File: src/rtl/module_lpf_biquad.sv
// Direct-form-I biquad low-pass section that time-shares an external DSP slice.
// Five products per sample are issued over the shared OR-bus; the result is saturated to Q1.16.
module module_lpf_biquad (
  input  logic        clk,
  input  logic        reset,
  input  logic [89:0] coefs_flat,
  input  logic        coefs_update,
  input  logic [17:0] sample_in,
  input  logic        sample_in_rdy,
  output logic [17:0] sample_out,
  output logic        sample_out_rdy,
  output logic        busy,
  input  logic [47:0] dsp_outs_flat,
  output logic [91:0] dsp_ins_flat
);

  localparam logic [7:0] DSP_XIN_MULT = 8'h01;
  localparam logic [7:0] DSP_ZIN_ZERO = 8'h00;

  typedef enum logic [1:0] {IDLE, ISSUE, DRAIN, OUT} state_t;

  state_t      state, state_nxt;
  logic [2:0]  cnt;
  logic [89:0] shadow, active;
  logic [17:0] x0, x1, x2, y1, y2;
  logic [47:0] acc;
  logic [2:0]  vld, neg;
  logic [17:0] y_sat, y_hold;
  logic [17:0] op_a, op_b;
  logic        issue, accept;

  assign accept = (state == IDLE) && sample_in_rdy;
  assign issue  = (state == ISSUE);

  always_comb begin
    state_nxt = state;
    unique case (state)
      IDLE:    if (sample_in_rdy) state_nxt = ISSUE;
      ISSUE:   if (cnt == 3'd4) state_nxt = DRAIN;
      DRAIN:   if (cnt == 3'd2) state_nxt = OUT;
      default: state_nxt = IDLE;
    endcase
  end

  always_comb begin
    op_a = '0;
    op_b = '0;
    case (cnt)
      3'd0: begin op_a = active[53:36]; op_b = x0; end
      3'd1: begin op_a = active[35:18]; op_b = x1; end
      3'd2: begin op_a = active[17:0];  op_b = x2; end
      3'd3: begin op_a = active[89:72]; op_b = y1; end
      default: begin op_a = active[71:54]; op_b = y2; end
    endcase
  end

  assign dsp_ins_flat = issue
    ? {DSP_XIN_MULT | DSP_ZIN_ZERO, op_a, op_b, 48'h0}
    : 92'h0;

  // Result must fit in acc[33:16]; any disagreement above bit 33 is overflow.
  always_comb begin
    y_sat = acc[33:16];
    if (!(&acc[47:33]) && (|acc[47:33]))
      y_sat = acc[47] ? 18'h20000 : 18'h1FFFF;
  end

  assign sample_out     = (state == OUT) ? y_sat : y_hold;
  assign sample_out_rdy = (state == OUT);
  assign busy           = (state != IDLE);

  always_ff @(posedge clk) begin
    if (reset) begin
      state  <= IDLE;
      cnt    <= '0;
      shadow <= '0;
      active <= '0;
      x0     <= '0;
      x1     <= '0;
      x2     <= '0;
      y1     <= '0;
      y2     <= '0;
      acc    <= '0;
      vld    <= '0;
      neg    <= '0;
      y_hold <= '0;
    end else begin
      state <= state_nxt;
      cnt   <= (state_nxt != state) ? 3'd0 : cnt + 3'd1;
      if (coefs_update) shadow <= coefs_flat;
      vld <= {vld[1:0], issue};
      neg <= {neg[1:0], issue && (cnt == 3'd4)};
      if (accept) begin
        x0     <= sample_in;
        acc    <= '0;
        active <= coefs_update ? coefs_flat : shadow;
      end else if (vld[2]) begin
        acc <= neg[2] ? acc - dsp_outs_flat : acc + dsp_outs_flat;
      end
      if (state == OUT) begin
        y_hold <= y_sat;
        x2     <= x1;
        x1     <= x0;
        y2     <= y1;
        y1     <= y_sat;
      end
    end
  end

endmodule

File: config.mk
export PLATFORM = sky130hd
export DESIGN_NAME = module_lpf_biquad
export DESIGN_NICKNAME = d
export VERILOG_FILES = /design/src/rtl/module_lpf_biquad.sv
export SDC_FILE = /design/constraint.sdc
export NUM_CORES = 1
export LEC_CHECK = 0
export ABC_AREA = 0
export BUFFER_PORTS_ARGS = -buffer_cell sky130_fd_sc_hd__buf_2
export CORE_MARGIN = 8
export CORE_UTILIZATION = 25
export CTS_BUF_LIST = sky130_fd_sc_hd__clkbuf_8 sky130_fd_sc_hd__clkbuf_16
export DETAILED_ROUTE_END_ITERATION = 8
export HOLD_SLACK_MARGIN = 0.12
export PLACE_DENSITY = 0.4
export SYNTH_ARGS = -nofsm -noshare
export SYNTH_HDL_FRONTEND = slang
export SYNTH_SLANG_ARGS = --single-unit
File: constraint.sdc
create_clock -name clk -period 5.25 [get_ports clk]
set_input_delay 0.525 -clock clk [delete_from_list [all_inputs] [get_ports clk]]
set_output_delay 0.525 -clock clk [all_outputs]
set_load 0.02 [all_outputs]
==> results by stage, run 1 <==
STA:
- The number of setup violations in the final report is 0.
- Measured against its own limit, the worst slew margin works out to 25.3%.
- For the pin with the worst max-slew slack, the measured transition is 1.12 ns.
- The post-route worst setup slack is 1.23 ns.
- The final critical path takes up 76.6% of the cycle.
- The worst path needs roughly 4.0 ns of the cycle, external delays included.
- Final hold analysis gives a worst-case slack of 0.201 ns.
- The max-slew violation total from the final report is 0.
- For this run, the top clock speed supported by timing is roughly 250 MHz.
- Across the routed clock network, the largest skew measured is 0.0180 ns.
- The number of hold violations in the final report was 0.
- Setup repair after global routing left no endpoint under its margin.
- Adding up every negative setup slack in the final design gives 0 ns.

Setup path:
- The worst setup path is captured at a flip-flop.
- The type of element launching the critical path is a primary input.
- In this run the worst path has a maximum fanout of 8.
- For the worst setup path, the data required time is 5.72 ns.
- The critical path is of the in -> reg type.
- The arrival time of the worst setup path is 4.49 ns.

GRT:
- For this run, the total global-route usage over all layers was measured as 14.6%.
- The remaining global-route overflow is 0.
- The first global-routing pass estimated 86700 µm of wire.
- Entering global routing, the biggest net connects 91 pins.
- The initial antenna violation count is 3.
- The via count of the first global-routing pass is 14300.

Floorplan:
- In this run the core area contains 95 standard-cell rows.
- 272 I/O pins were placed.
- The total area inside the core boundary comes to 66900 µm².
- In this run the vertical extent of the chip is 276 µm.
- The horizontal die dimension is 276 µm.
- For this configuration, the core starts out at a cell density of 25.2%.
- The die outline area is approximately 76000 µm².

Yosys:
- The most frequently used flop master after synthesis is dfxtp_1.
- The portion of the post-synthesis area used by sequential elements is 41.2%.
- The total of flip-flops plus latches after synthesis is 347.
- Counting flops with a built-in enable in the synthesized netlist gives 0.
- Summing every instance area after synthesis gives 16900 µm².
- The cell count after synthesis came out at 1967.
- Counting distinct cell types in the post-synthesis netlist gives 65.
- Counting flops with an async set or reset pin after synthesis yields a share of 0%.
- Each instance of the synthesized netlist takes up on average 8.57 µm².
- The warning count from the yosys run is 0.

Clock network:
- TritonCTS built the clock tree.
- The H-tree was split into 2 levels.
- Counting along the longest clock path gives a buffer depth of 3.
- The master cell of the clock root buffer is clkbuf_16.
- The post-CTS repair timing setup buffer count is 0.
- The number of clock sinks is 347.
- For this design, the CTS-stage hold fixing added 0 buffers.
- After clock tree synthesis, the repair step resized 0 gates.
- The clock reaches the later pin of the worst-skew pair after 0.57 ns.
- Clock tree synthesis inserted a total of 43 buffers.
- Clock-pin slew was measured on the worst setup and hold paths at ~0.060 ns.

Placement:
- OpenSTA, run right after detailed placement, puts the worst setup slack at 0.610 ns.
- After legalization and detailed placement, the total HPWL measured ~40000 µm.
- The placed instance count is slightly below 3000.
- The count of port buffers added during placement is 216.
- Routability-driven placement finished with a final weighted congestion of 0.840.

Routing:
- Using the TritonRoute via totals, the vias-per-cell ratio works out to 4.76.
- For this block, the initial DRC count from the detailed router was 991.
- The number of nets with antenna violations after routing is 0.
- The routed length per instance is roughly 19 µm.
- The total vias in the final route is 14400.
- The routed design has 57800 µm of wire.
- The remaining design rule violation count is 0.
- For this run, the detailed router's first-pass iteration total came to 5.

Job:
- Max-cap violations in this run came to 0.

Run status:
- The run finished with clean final reports.

Min path:
- The path class of the lowest-slack min-delay path is in -> reg.

Cells and area:
- In the layout the commonest cells are dfxtp_1, nor2_1, nand2_1, buf_2, a21oi_1.
- The share of final-layout standard cells stronger than drive strength 1 is 15.6%.
- The relative area change from synthesis to final layout is 18.3%.
- After the last flow step, the layout net total stands at 2332.
- The commonest non-fill, non-tap cell in the layout is dfxtp_1.
- For this run, the number of standard cells in the final layout without fillers is 3022.

Pwr:
- The leakage power summed over all cells is 8.54 nW.
- The largest voltage drop on the vdd net is 0.189 mV.
- The cell area power density is 329 nW/µm².
routing by layer:
layer  GRT usage (%)  part of all wire, %
met1            18.2                   44
met2            25.3                   48
met3            2.57                  4.6
met4            4.84                  2.8
met5               0                    0
metrics by stage:
stage                     utilization, %  instance area [µm²]  total power [mW]
final                               29.8                19900              6.55
after floorplan                        -                17100              3.40
after detailed placement            27.7                18500              3.67
after global placement              27.7                18500              3.66
after global routing                29.8                19900              6.87
after CTS                           29.8                19900              6.69
state kept, by name, indices dropped and copies added (netlist names):
signal	count
x0	18
y1	18
vld	3
acc	48
state	2
y2	18
shadow	90
x2	18
y_hold	18
neg	3
cnt	3
x1	18
active	90
cell type report:
class	instances	area (µm²)
diodes	2	5.00
clock buffers	55	1240
clock inverters	20	166
fillers	7183	47000
inverters	31	116
multi-input cells	1454	9090
flip-flops and latches	347	6950
well taps	873	1090
repair buffers	240	1270
cell families after synthesis:
family | share of synthesized area [%]
AND/OR/NAND/NOR | 16.0
AO/OA/AOI/OAI | 20.7
flip-flops | 41.2
buffers and inverters | 6.27
multiplexers | 7.13
XOR/XNOR | 4.57
adder cells (fa/ha/maj) | 4.13
other | 0.0222
worst max-delay path: stages:
cell      delay [ns]
buf_2           0.11
nor3_2          0.23
nor3b_2         0.27
and3_1          0.33
and4_1          0.40
a21oi_1         0.14
xnor2_1         0.21
ha_1            0.36
nand4_1         0.19
nor2_1          0.08
and3_1          0.21
nor2b_1         0.14
a211oi_2        0.36
a31o_2          0.29
o21ai_1         0.11
xnor2_1         0.22
a21oi_1         0.10
a31o_1          0.20
synth_stat cells, drive strengths merged (4+ instances only):
| cell type | number | area, µm² |
|---|---|---|
| ha | 54 | 676 |
| nand2 | 226 | 848 |
| clkbuf | 106 | 398 |
| o21ai | 39 | 203 |
| a21oi | 181 | 917 |
| a31oi | 50 | 328 |
| nor2b | 10 | 62.6 |
| xnor2 | 67 | 587 |
| o211ai | 7 | 52.6 |
| nor3 | 55 | 292 |
| o22a | 90 | 788 |
| nand4 | 17 | 106 |
| nand2b | 11 | 68.8 |
| nor4 | 7 | 56.3 |
| a211oi | 13 | 108 |
| a22oi | 72 | 541 |
| and2 | 6 | 40.0 |
| nand3b | 9 | 67.6 |
| o21a | 4 | 30.0 |
| nor3b | 5 | 42.5 |
| mux2i | 120 | 1200 |
| nand3 | 13 | 65.1 |
| a21o | 36 | 270 |
| buf | 83 | 542 |
| xor2 | 21 | 184 |
| nor2 | 236 | 886 |
| o21bai | 10 | 75.1 |
| dfxtp | 347 | 6950 |
| and3 | 16 | 110 |
| inv | 31 | 116 |
report_power, final:
group          leakage [nW]  switching (mW)  internal [mW]
sequential             2.84          0.0641           2.77
combinational          4.98           0.496          0.272
clock                 0.720            1.19           1.76
path summary, 6_finish.rpt:
path | start | to | slack [ns] | depth (start not counted)
worst min register to register | vld[1] | vld[2] | 0.43 | 1
worst max register to register | neg[2] | acc[44] | 1.54 | 13
worst min-delay path | sample_in[4] | x0[4] | 0.20 | 3
worst max-delay path | dsp_outs_flat[7] | acc[47] | 1.23 | 18
Note: power is estimated with default switching activity, not from simulation.
==> inputs of run 2 (changes only) <==
clock period = 4.1 ns   (was 5.25 ns; I/O delays follow)
==> results by stage, run 2 (same netlist as run 1, synthesis figures left out) <==
Setup path:
- The arrival time of the worst setup path is 4.21 ns (-0.28 ns).
- The kind of end point of the critical path is a flip-flop.
- The kind of cell with the highest combined delay along the critical path is compound AO/OA/AOI/OAI gates.
- The worst setup slack for register-to-register paths was 0.34 ns (-1.20 ns).
- The number of cells on the critical path is 15 (-3).
- The path depth of the worst reg2reg path came to 15 (+2).
- The delay contributed by the slowest stage of the critical path was 0.53 ns (+0.13 ns).
- The number of buffer and inverter stages on the critical path is 2 (+1).
- The critical path goes through buf_4, buf_4, a21oi_1, xnor2_1, ha_1, a21o_1, o21ai_0, a21boi_1, a31oi_1, a211oi_2, a31o_2, o21ai_1, xnor2_1, a21oi_1, a31o_1.
- The worst setup path is launched from a flip-flop.
- By startpoint and endpoint, the worst setup path is classified as reg -> reg.
- The slowest stage of the critical path belongs to the cell dfxtp_2.
- The required time at the worst-slack endpoint is 4.55 ns (-1.17 ns).
- The biggest fanout along the worst timing path is 10 (+2).

Routing:
- The total wire length after detailed routing is 58300 µm (+0.91%).
- The number of nets with antenna violations after routing was 0 (unchanged).
- The violation count after the first detailed-route iteration is 881 (-11%).
- The remaining design rule violation count is 0 (unchanged).
- The via density per instance is 4.70 (-1.3%).
- The number of iterations in the first detailed-routing pass is 5 (unchanged).
- The total vias in the final route is 14800 (+2.8%).
- The routed length per instance is 18.5 µm (-3.1%).

Floorplan:
- The effective utilization at floorplan is 25.2% (unchanged).
- The horizontal die dimension is 276 µm (unchanged).
- The top-level I/O count was 272 (unchanged).
- The row count came to 95 (unchanged).
- The area of the core is 66900 µm² (unchanged).
- The die outline area was 76000 µm² (unchanged).
- The height of the die is 276 µm (unchanged).

GRT:
- The overall routing resource usage is 14.8% (+0.22 points).
- The global-route wire length before repair is 88600 µm (+2.2%).
- The pin count of the biggest net entering global routing was 98 (+7.7%).
- The via count of the first global-routing pass is 15000 (+4.6%).
- The remaining global-route overflow is 0 (unchanged).
- The initial antenna violation count is 1 (-2).

Cells and area:
- The filler-free cell count of the finished design is 3147 (+4.1%).
- The post-layout utilization of the core was 31.3% (+1.5 points).
- The area taken by multi-input logic gates is 9100 µm² (about the same).
- The commonest non-fill, non-tap cell in the layout is dfxtp_1.
- In the final layout, the registers with the most flip-flops are active: 90 flops, shadow: 90 flops, acc: 48 flops.
- In the layout the commonest cells are dfxtp_1, nor2_1, nand2_1, buf_2, a21oi_1.
- The final-stage net count was 2460 (+5.5%).
- The share of final-layout standard cells stronger than drive strength 1 came to 18.9% (+3.3 points).
- The flip-flop and latch area is 6950 µm² (unchanged).
- Relative to the synthesized area, the layout overhead comes to 24.2%.
- The number of fillers in the final layout is 7106 (-1.1%).

Pwr:
- The leakage power summed over all cells is 9.16 nW (+7.3%).
- The cell area power density is 398 nW/µm² (+21%).
- The largest voltage drop on the vdd net came to 0.244 mV (+29%).

Clock network:
- The depth of the CTS H-tree came to 2 (unchanged).
- The number of buffers created by CTS was 42 (-2.3%).
- The number of clock sinks is 347 (unchanged).
- The number of buffers between clock root and the deepest sink is 3 (unchanged).
- The clock transition at the registers of the reported paths came to 0.06 ns (about the same).
- TritonCTS built the clock tree.
- The post-CTS repair timing setup buffer count is 0 (unchanged).
- The latest clock arrival within the worst-skew pair was 0.55 ns (-0.02 ns).
- The root buffer cell chosen for the clock tree is clkbuf_16.

STA:
- The worst clock skew is 0.0142 ns (-0.00386 ns).
- The remaining max-slew budget at the tightest pin is 31.3% (+6.0 points).
- The number of hold violations in the final report was 0 (unchanged).
- The slew at the pin closest to its max-slew limit was 1.03 ns (-0.0924 ns).
- Dividing the final minimum period by the clock period gives 91.8%.
- Setup repair after global routing left no endpoint under its margin.
- The max-slew violation total from the final report is 0 (unchanged).
- The number of setup violations in the final report was 0 (unchanged).
- The maximum clock frequency is 266 MHz.
- The clock period minus worst slack is 3.76 ns.

Min path:
- The number of stages on the worst hold path was 3 (unchanged).
- The worst hold path belongs to the class in -> reg.

Placement:
- The routability congestion estimate from global placement is 0.888 (+5.8%).
- The detailed-placement wirelength estimate was 42600 µm (+4.1%).
- The placed instance count came to 3047 (+3.5%).
- The count of port buffers added during placement came to 216 (unchanged).

Run status:
- The flow ran to the end, and the final reports show no timing, DRC or antenna violations.

Job:
- The number of max-cap violations was 0 (unchanged).
-- run 2: changes by cell type in the layout (fill, tap and decap cells not counted), moves of 2 or more --
cell	change
buf_4	+101
clkbuf_8	-8
clkinvlp_4	-3
inv_1	+6
bufinv_16	+2
dlygate4sd3_1	+27
-- run 2: area by class of cell --
cell class                      instances  share of cell area (%)
Timing Repair Buffer                  369                    11.1
Clock inverter                         26                    1.15
Clock buffer                           46                    5.29
Antenna cell                            1                  0.0120
Sequential cell                       347                    33.2
Tap cell                              873                    5.22
Inverter                               31                   0.556
Multi-Input combinational cell       1454                    43.5
-- run 2: power by group --
part           switching [mW]  total (mW)  internal (mW)
combinational           0.645        1.05          0.408
sequential             0.0838        3.63           3.55
clock                    1.46        3.64           2.18
-- run 2: per-layer routing --
layer  track usage (%)  part of all wire, %  up-vias
met3              2.73                  4.8       78
met2              25.8                   49      328
li1                  -                    -     7401
met4              4.45                  2.5        0
met1              18.5                   44     6982
met5                 0                    0        -
-- run 2: worst register-to-register path, cell delays in order, from the launching register on --
cell and delay, ns:
dfxtp_2 0.53, buf_4 0.24, buf_4 0.16, a21oi_1 0.06, xnor2_1 0.25, ha_1 0.35
a21o_1 0.21, o21ai_0 0.15, a21boi_1 0.22, a31oi_1 0.18, a211oi_2 0.41, a31o_2 0.29
o21ai_1 0.10, xnor2_1 0.21, a21oi_1 0.09, a31o_1 0.21
-- run 2: worst paths after layout --
path | from | endpoint
worst min register to register | neg[0] | neg[1]
worst max-delay path | neg[2] | acc[47]
worst max register to register | neg[2] | acc[47]
worst min-delay path | coefs_flat[72] | shadow[72]
-- run 2: timing repair --
| action | in CTS | in global routing |
|---|---|---|
| hold buffers | 27 | 0 |
| setup endpoints to repair | 0 | 2 |
| hold endpoints to repair | 27 | 0 |
| gates resized for setup | 0 | 1 |
-- run 2: per-stage QoR --
step | TNS (ns) | hold WS [ns] | cell area [µm²] | total power, mW | setup slack [ns]
2_1_floorplan | 0 | 0.414 | 17100 | 4.36 | 0.238
3_3_place_gp | -0.672 | 0.438 | 19300 | 4.74 | -0.167
3_5_place_dp | -0.892 | 0.429 | 19300 | 4.75 | -0.178
4_1_cts | 0 | 0.120 | 20900 | 8.49 | 0.235
5_1_grt | 0 | 0.143 | 20900 | 8.73 | 0.0103
6_report | 0 | 0.155 | 20900 | 8.32 | 0.335
